`config.mk`:
```
export PLATFORM = sky130hd
export DESIGN_NAME = sram_sample_reader
export DESIGN_NICKNAME = d
export VERILOG_FILES = /design/src/rtl/audio_pkg.sv /design/src/rtl/sample_fifo.sv /design/src/rtl/sram_sample_reader.sv
export SDC_FILE = /design/constraint.sdc
export NUM_CORES = 1
export LEC_CHECK = 0
export CAP_MARGIN = 30
export CORE_MARGIN = 4
export CORE_UTILIZATION = 56
export DETAILED_ROUTE_END_ITERATION = 10
export PLACE_DENSITY = 0.88
export SLEW_MARGIN = 20
export SYNTH_ARGS = -nofsm -noshare
export SYNTH_HDL_FRONTEND = slang
export SYNTH_SLANG_ARGS = --single-unit
```
`constraint.sdc`:
```
create_clock -name Clk -period 2.9 [get_ports Clk]
set_input_delay 0.435 -clock Clk [delete_from_list [all_inputs] [get_ports Clk]]
set_output_delay 0.435 -clock Clk [all_outputs]
set_load 0.01 [all_outputs]
```
`src/rtl/audio_pkg.sv`:
```
// Shared widths and fetch-state encoding for the sample playback path.
package audio_pkg;
  localparam int ADDR_W   = 20;
  localparam int SAMPLE_W = 16;

  typedef enum logic [1:0] {
    IDLE,
    ADDR,
    WAIT,
    CAPTURE
  } fetch_state_e;
endpackage

```
`src/rtl/sample_fifo.sv`:
```
// Small synchronous FIFO buffering SRAM samples ahead of the codec.
// Head word is visible combinationally on dout; flush empties it in one edge.
module sample_fifo #(
  parameter  int DEPTH = 4,
  parameter  int WIDTH = 16,
  localparam int AW    = (DEPTH > 1) ? $clog2(DEPTH) : 1
) (
  input  logic             Clk,
  input  logic             Reset,
  input  logic             flush,
  input  logic             push,
  input  logic [WIDTH-1:0] din,
  input  logic             pop,
  output logic [WIDTH-1:0] dout,
  output logic             full,
  output logic             empty,
  output logic [AW:0]      count
);
  localparam logic [AW-1:0] LAST = AW'(DEPTH - 1);

  logic [WIDTH-1:0] mem [DEPTH];
  logic [AW-1:0]    wr_ptr, rd_ptr;
  logic             do_push, do_pop;

  function automatic logic [AW-1:0] nxt(input logic [AW-1:0] p);
    return (p == LAST) ? '0 : p + 1'b1;
  endfunction

  assign full    = (count == (AW+1)'(DEPTH));
  assign empty   = (count == '0);
  // A push into a full FIFO is accepted only when the head leaves in the same cycle.
  assign do_push = push && (!full || pop);
  assign do_pop  = pop && !empty;
  assign dout    = mem[rd_ptr];

  // Pointer and occupancy tracking; flush behaves like reset.
  always_ff @(posedge Clk) begin
    if (Reset || flush) begin
      wr_ptr <= '0;
      rd_ptr <= '0;
      count  <= '0;
    end else begin
      if (do_push) wr_ptr <= nxt(wr_ptr);
      if (do_pop)  rd_ptr <= nxt(rd_ptr);
      case ({do_push, do_pop})
        2'b10:   count <= count + 1'b1;
        2'b01:   count <= count - 1'b1;
        default: count <= count;
      endcase
    end
  end

  // Storage array, no reset needed.
  always_ff @(posedge Clk) begin
    if (do_push) mem[wr_ptr] <= din;
  end
endmodule

```
`src/rtl/sram_sample_reader.sv`:
```
// Streams 16-bit samples from an async SRAM into a small FIFO and hands
// them to the codec one per sample_req, with optional looping playback.
module sram_sample_reader
  import audio_pkg::*;
#(
  parameter int WAIT_CYCLES = 2,
  parameter int FIFO_DEPTH  = 4
) (
  input  logic                Clk,
  input  logic                Reset,
  input  logic                start,
  input  logic [ADDR_W-1:0]   base_addr,
  input  logic [ADDR_W-1:0]   length,
  input  logic                loop_en,
  input  logic                stop,
  input  logic                sample_req,
  output logic [SAMPLE_W-1:0] sample_out,
  output logic                sample_valid,
  output logic                busy,
  output logic                underflow,
  output logic [ADDR_W-1:0]   SRAM_ADDR,
  output logic                SRAM_CE_N,
  output logic                SRAM_OE_N,
  output logic                SRAM_WE_N,
  output logic                SRAM_UB_N,
  output logic                SRAM_LB_N,
  output logic                tristate_write_enable,
  input  logic [SAMPLE_W-1:0] Data_read
);
  localparam int FAW = (FIFO_DEPTH > 1) ? $clog2(FIFO_DEPTH) : 1;
  localparam int CW  = (WAIT_CYCLES > 1) ? $clog2(WAIT_CYCLES) : 1;
  localparam logic [CW-1:0]  WAIT_LOAD = CW'((WAIT_CYCLES > 0) ? WAIT_CYCLES - 1 : 0);
  localparam logic [FAW:0]   FIFO_CAP  = (FAW+1)'(FIFO_DEPTH);

  fetch_state_e state, state_nx;

  logic [ADDR_W-1:0]   rd_addr, remaining, base_q, len_q;
  logic                loop_q, stop_pend, strobe_n;
  logic [CW-1:0]       wait_cnt;
  logic                fifo_full, fifo_empty;
  logic [FAW:0]        fifo_count;
  logic [SAMPLE_W-1:0] fifo_dout;
  logic                start_ok, stop_act, capture, push, pop, flush;

  // stop beats a same-cycle start; a stop seen mid-read is parked in stop_pend
  // until the read reaches CAPTURE so the SRAM cycle is never cut short.
  assign start_ok = start && !stop && !busy && (length != '0);
  assign stop_act = busy && (stop || stop_pend) && (state == IDLE || state == CAPTURE);
  assign pop      = sample_req && !fifo_empty;
  assign push     = capture && !stop_act && (!fifo_full || pop);
  assign flush    = start_ok || stop_act;

  assign SRAM_CE_N             = strobe_n;
  assign SRAM_OE_N             = strobe_n;
  assign SRAM_UB_N             = strobe_n;
  assign SRAM_LB_N             = strobe_n;
  assign SRAM_WE_N             = 1'b1;
  assign tristate_write_enable = 1'b0;

  sample_fifo #(
    .DEPTH (FIFO_DEPTH),
    .WIDTH (SAMPLE_W)
  ) u_fifo (
    .Clk   (Clk),
    .Reset (Reset),
    .flush (flush),
    .push  (push),
    .din   (Data_read),
    .pop   (pop),
    .dout  (fifo_dout),
    .full  (fifo_full),
    .empty (fifo_empty),
    .count (fifo_count)
  );

  // Fetch state register.
  always_ff @(posedge Clk) begin
    if (Reset) state <= IDLE;
    else       state <= state_nx;
  end

  // Fetch next-state: launch only while room remains; nothing is in flight
  // while IDLE, so occupancy alone bounds buffered plus outstanding reads.
  always_comb begin
    state_nx = state;
    capture  = 1'b0;
    unique case (state)
      IDLE:    if (busy && !stop_act && remaining != '0 && fifo_count < FIFO_CAP)
                 state_nx = ADDR;
      ADDR:    state_nx = (WAIT_CYCLES == 0) ? CAPTURE : WAIT;
      WAIT:    if (wait_cnt == '0) state_nx = CAPTURE;
      CAPTURE: begin
        state_nx = IDLE;
        capture  = 1'b1;
      end
      default: state_nx = IDLE;
    endcase
  end

  // SRAM strobes/address, playback bookkeeping and codec-side output register.
  always_ff @(posedge Clk) begin
    if (Reset) begin
      strobe_n     <= 1'b1;
      SRAM_ADDR    <= '0;
      wait_cnt     <= '0;
      rd_addr      <= '0;
      remaining    <= '0;
      base_q       <= '0;
      len_q        <= '0;
      loop_q       <= 1'b0;
      stop_pend    <= 1'b0;
      busy         <= 1'b0;
      underflow    <= 1'b0;
      sample_out   <= '0;
      sample_valid <= 1'b0;
    end else begin
      sample_valid <= sample_req;
      if (sample_req) sample_out <= pop ? fifo_dout : '0;

      if (start_ok)                            underflow <= 1'b0;
      else if (sample_req && busy && fifo_empty) underflow <= 1'b1;

      stop_pend <= busy && !stop_act && (stop || stop_pend);

      if (start_ok)
        busy <= 1'b1;
      else if (stop_act)
        busy <= 1'b0;
      else if (busy && state == IDLE && !loop_q && remaining == '0 && fifo_empty)
        busy <= 1'b0;

      if (state == ADDR) begin
        SRAM_ADDR <= rd_addr;
        strobe_n  <= 1'b0;
        wait_cnt  <= WAIT_LOAD;
      end
      if (state == WAIT && wait_cnt != '0) wait_cnt <= wait_cnt - 1'b1;
      if (capture) strobe_n <= 1'b1;

      if (start_ok) begin
        base_q    <= base_addr;
        len_q     <= length;
        loop_q    <= loop_en;
        rd_addr   <= base_addr;
        remaining <= length;
      end else if (capture && !stop_act) begin
        // Looping reloads on the last word so the next fetch follows immediately.
        if (loop_q && remaining == ADDR_W'(1)) begin
          rd_addr   <= base_q;
          remaining <= len_q;
        end else begin
          rd_addr   <= rd_addr + 1'b1;
          remaining <= remaining - 1'b1;
        end
      end
    end
  end
endmodule

```
==> results by group <==
Worst setup path
  • CP max stage delay: around 590 ps
  • Reg2Reg Capture Point: rd_addr[9]$_SDFFE_PP0P_
  • Crit Reg-Reg Startpoint: remaining[8]$_SDFFE_PP0P_
  • CP Cell Sequence: nor3_2 -> nand4_1 -> or2_4 -> a41oi_1 -> o22ai_1 -> a211oi_1
  • Startpoint type of the worst setup path: flip-flop
  • Crit Path Category: reg2reg
  • Crit-path slowest cell: or2_4
  • Crit path required time: 3250 ps
  • Critical Path AT: 2800 ps
  • R2R Setup Slk: 460 ps
  • Crit path max fanout: 48
  • Worst R2R Path Depth: 6
  • CP Capture Type: flip-flop

Global route
  • First-pass GRT wire length: 35900 µm
  • Vias in the first global route: about 7000
  • Largest net degree at the start of global routing: 49
  • Grt ovf: 0
  • Initial antenna violation count: 0
  • Overall Global Routing Usage: 0.256

CTS
  • Total CTS buffers: 17
  • Setup bufs post-CTS: 0
  • CTS Buffer Depth: 2
  • CTS clk-pin slew, worst paths: 80 ps
  • Post-cts gate resize count: 0
  • Clk_lat worst skew: 440 ps
  • CTS tree: yes
  • Clock Sinks: 198
  • Hold buffer count at cts: 0
  • Root buffer cell: clkbuf_16
  • Htree depth: 4

Timing
  • # setup viols final: 0
  • Hold WS: about 430 ps
  • Final Hold Viols: 0
  • RSZ-0062 raised after global routing: no
  • Relative slew slack: 0.392
  • Clock skew: 10.1 ps
  • Min Tclk post-route: 2440 ps
  • Period Utilization, post-route: 0.843
  • Measured slew at the worst slew-check pin: 903 ps
  • Final worst setup slack: between 400 and 500 ps
  • Final slew viol count: 0
  • Max Clk Rate: 409 MHz
  • Setup_tns: 0 ps

Synth
  • Synth Flop Type: dfxtp_1
  • Cell taking the most area after synthesis: dfxtp_1
  • #FFs+latches synth: 198
  • Synthesized cell area: about 0.0086 mm²
  • Yosys top cell area share: 0.311
  • Post-synth EDFFs: 64
  • Largest cells by area after synthesis: dfxtp_1 (31%), edfxtp_1 (22%), a21oi_1 (4.8%), mux4_2 (4.2%), nor2_1 (4.2%)
  • Asr flop ratio synth: 0
  • Cell variety after synth: 71
  • Ys Warns: 0
  • Mean Syn Cell Area: 10.1 µm²
  • Syn Inst Count: 856
  • Register area share after synthesis: 0.534
  • Syn_nets: 933

Place
  • Setup slack at placement: 212 ps
  • Port bufs: between 100 and 150
  • Dpl cell area: 0.00989 mm²
  • Post-Place Cells: 1119
  • DP HPWL: 14700 µm
  • Gpl congestion: 0.972

Detailed routing
  • Detail Route Antenna Nets: 0
  • Total Wirelength: 22300 µm
  • Via count: a little over 7000
  • Drc violations: 0
  • Drt pass-1 iters: 6
  • WL/cell: 19.4 µm
  • Via/cell ratio: 6.17
  • DRT iter0 DRCs: about 830

Run status
  • Status: finished clean

Pwr
  • PD cells: about 600 mW/mm²
  • Max VDD drop: 0.000481 V
  • Final total power: 6.35 mW
  • Leakage: approximately 3.6 nW

Floorplanning
  • Core area: 0.0151 mm²
  • Initial Util: 0.569
  • Die H: 132 µm
  • Width of the die: 132 µm
  • Cell row count: 45
  • Die Area: ~0.017 mm²
  • Total I/O pin count: roughly 110

Final layout
  • Ratio of cells with drive above 1 in the final layout: 0.0997
  • Fill count: approximately 1100
  • ANT cells: 0
  • Finished Layout Cells: 1151
  • Synth-to-Final Area Change: 21.9%
  • Core Util, Final: 0.694
  • Final Instance Area: ~0.011 mm²
  • Fin nets: 1027

Min path
  • Hold path depth: 2
  • Hold wc startpoint: Reset
  • Hold endpoint: sample_out[2]$_SDFFE_PP0P_
  • Tightest Hold Check Type: in2reg

Job
  • MaxCap Viol Count: 0
-- report_power, final --
group / total, mW / internal (mW) / leakage, nW / switching, mW
Combinational: 0.862 / 0.394 / 1.64 / 0.468
Clock: 2.42 / 1.25 / 0.301 / 1.17
Sequential: 3.07 / 2.96 / 1.67 / 0.106
-- per-layer routing --
metal  vias to the layer above  GRT usage  routed length, µm
met4                         0      0.112                750
met1                      3370      0.320               8850
met5                         -          0                  0
li1                       3291          -                  -
met3                        57     0.0660               1770
met2                       383      0.420              10900
-- cell type report --
| cell class | count | area, µm² | share of cell area |
|---|---|---|---|
| Clock buffer | 17 | 425 | 0.0405 |
| Clock inverter | 15 | 188 | 0.0179 |
| Inverter | 20 | 75.1 | 0.00715 |
| Multi-Input combinational cell | 578 | 3680 | 0.350 |
| Sequential cell | 198 | 4600 | 0.438 |
| Tap cell | 188 | 235 | 0.0224 |
| Timing Repair Buffer | 135 | 1300 | 0.123 |
-- registers in the layout (all words and copies together), names as in the netlist, 2 cells and up, named ones only --
signal and count:
u_fifo.mem 64, SRAM_ADDR 20, base_q 20, len_q 20, rd_addr 20, remaining 20
sample_out 16, u_fifo.count 3, state 2, u_fifo.rd_ptr 2, u_fifo.wr_ptr 2
-- cells in the mapped netlist, drive strengths merged, types with 7 or more instances --
cell type	count
nor3	34
a21oi	82
edfxtp	64
o21ai	20
o221ai	8
clkbuf	39
nor2b	20
mux2i	24
a211oi	11
nor2	97
nor4	12
buf	21
o22ai	9
o21a	8
a22oi	10
and2	7
nand4	7
nand2	95
mux4	16
a31oi	9
inv	20
nand3	19
dfxtp	134
ha	14
-- critical path, delay by kind of cell, from the launching register on --
| family | cells | cell delay, ps |
|---|---|---|
| compound gates | 3 | 650 |
| simple gates | 3 | 1280 |
| flops | 1 | 410 |
-- cell families after synthesis --
family	synth area share
simple gates	0.169
compound gates	0.148
flops	0.534
buf+inv	0.0402
mux	0.0749
fa+ha+maj	0.0226
xor+xnor	0.0102
other cells	0.000871
-- layout by cell type (no fill, tap or decap), types with 5 or more instances in the layout --
master,instances
nand3_1,18
o22ai_1,9
o21ai_0,17
o221ai_1,8
and2_1,7
dfxtp_1,134
mux4_2,16
xor2_1,6
ha_1,14
clkbuf_16,17
inv_1,20
buf_4,30
a211oi_1,11
a221o_1,6
edfxtp_1,64
nor4_1,11
nor2b_1,20
nand4_1,6
a22oi_1,10
a21oi_1,82
nand2_1,95
inv_8,5
o21a_1,8
o32ai_1,6
mux2i_1,24
clkdlybuf4s50_1,103
a31oi_1,9
nor2_1,96
nor3_1,31
-- how the worst max path moves through the flow --
stage / start / endpoint / slack [ps] / depth (start not counted)
after floorplan: sample_req / u_fifo.count[2]$_SDFFE_PP0P_ / 280 / 11
after global placement: length[14] / remaining[5]$_SDFFE_PP0P_ / 260 / 7
after detailed placement: length[14] / remaining[8]$_SDFFE_PP0P_ / 210 / 8
after CTS: remaining[8]$_SDFFE_PP0P_ / rd_addr[4]$_SDFFE_PP0P_ / 510 / 6
after global routing: remaining[0]$_SDFFE_PP0P_ / remaining[17]$_SDFFE_PP0P_ / 250 / 6
final: remaining[8]$_SDFFE_PP0P_ / rd_addr[9]$_SDFFE_PP0P_ / 460 / 6
Note: power is estimated with default switching activity, not from simulation.
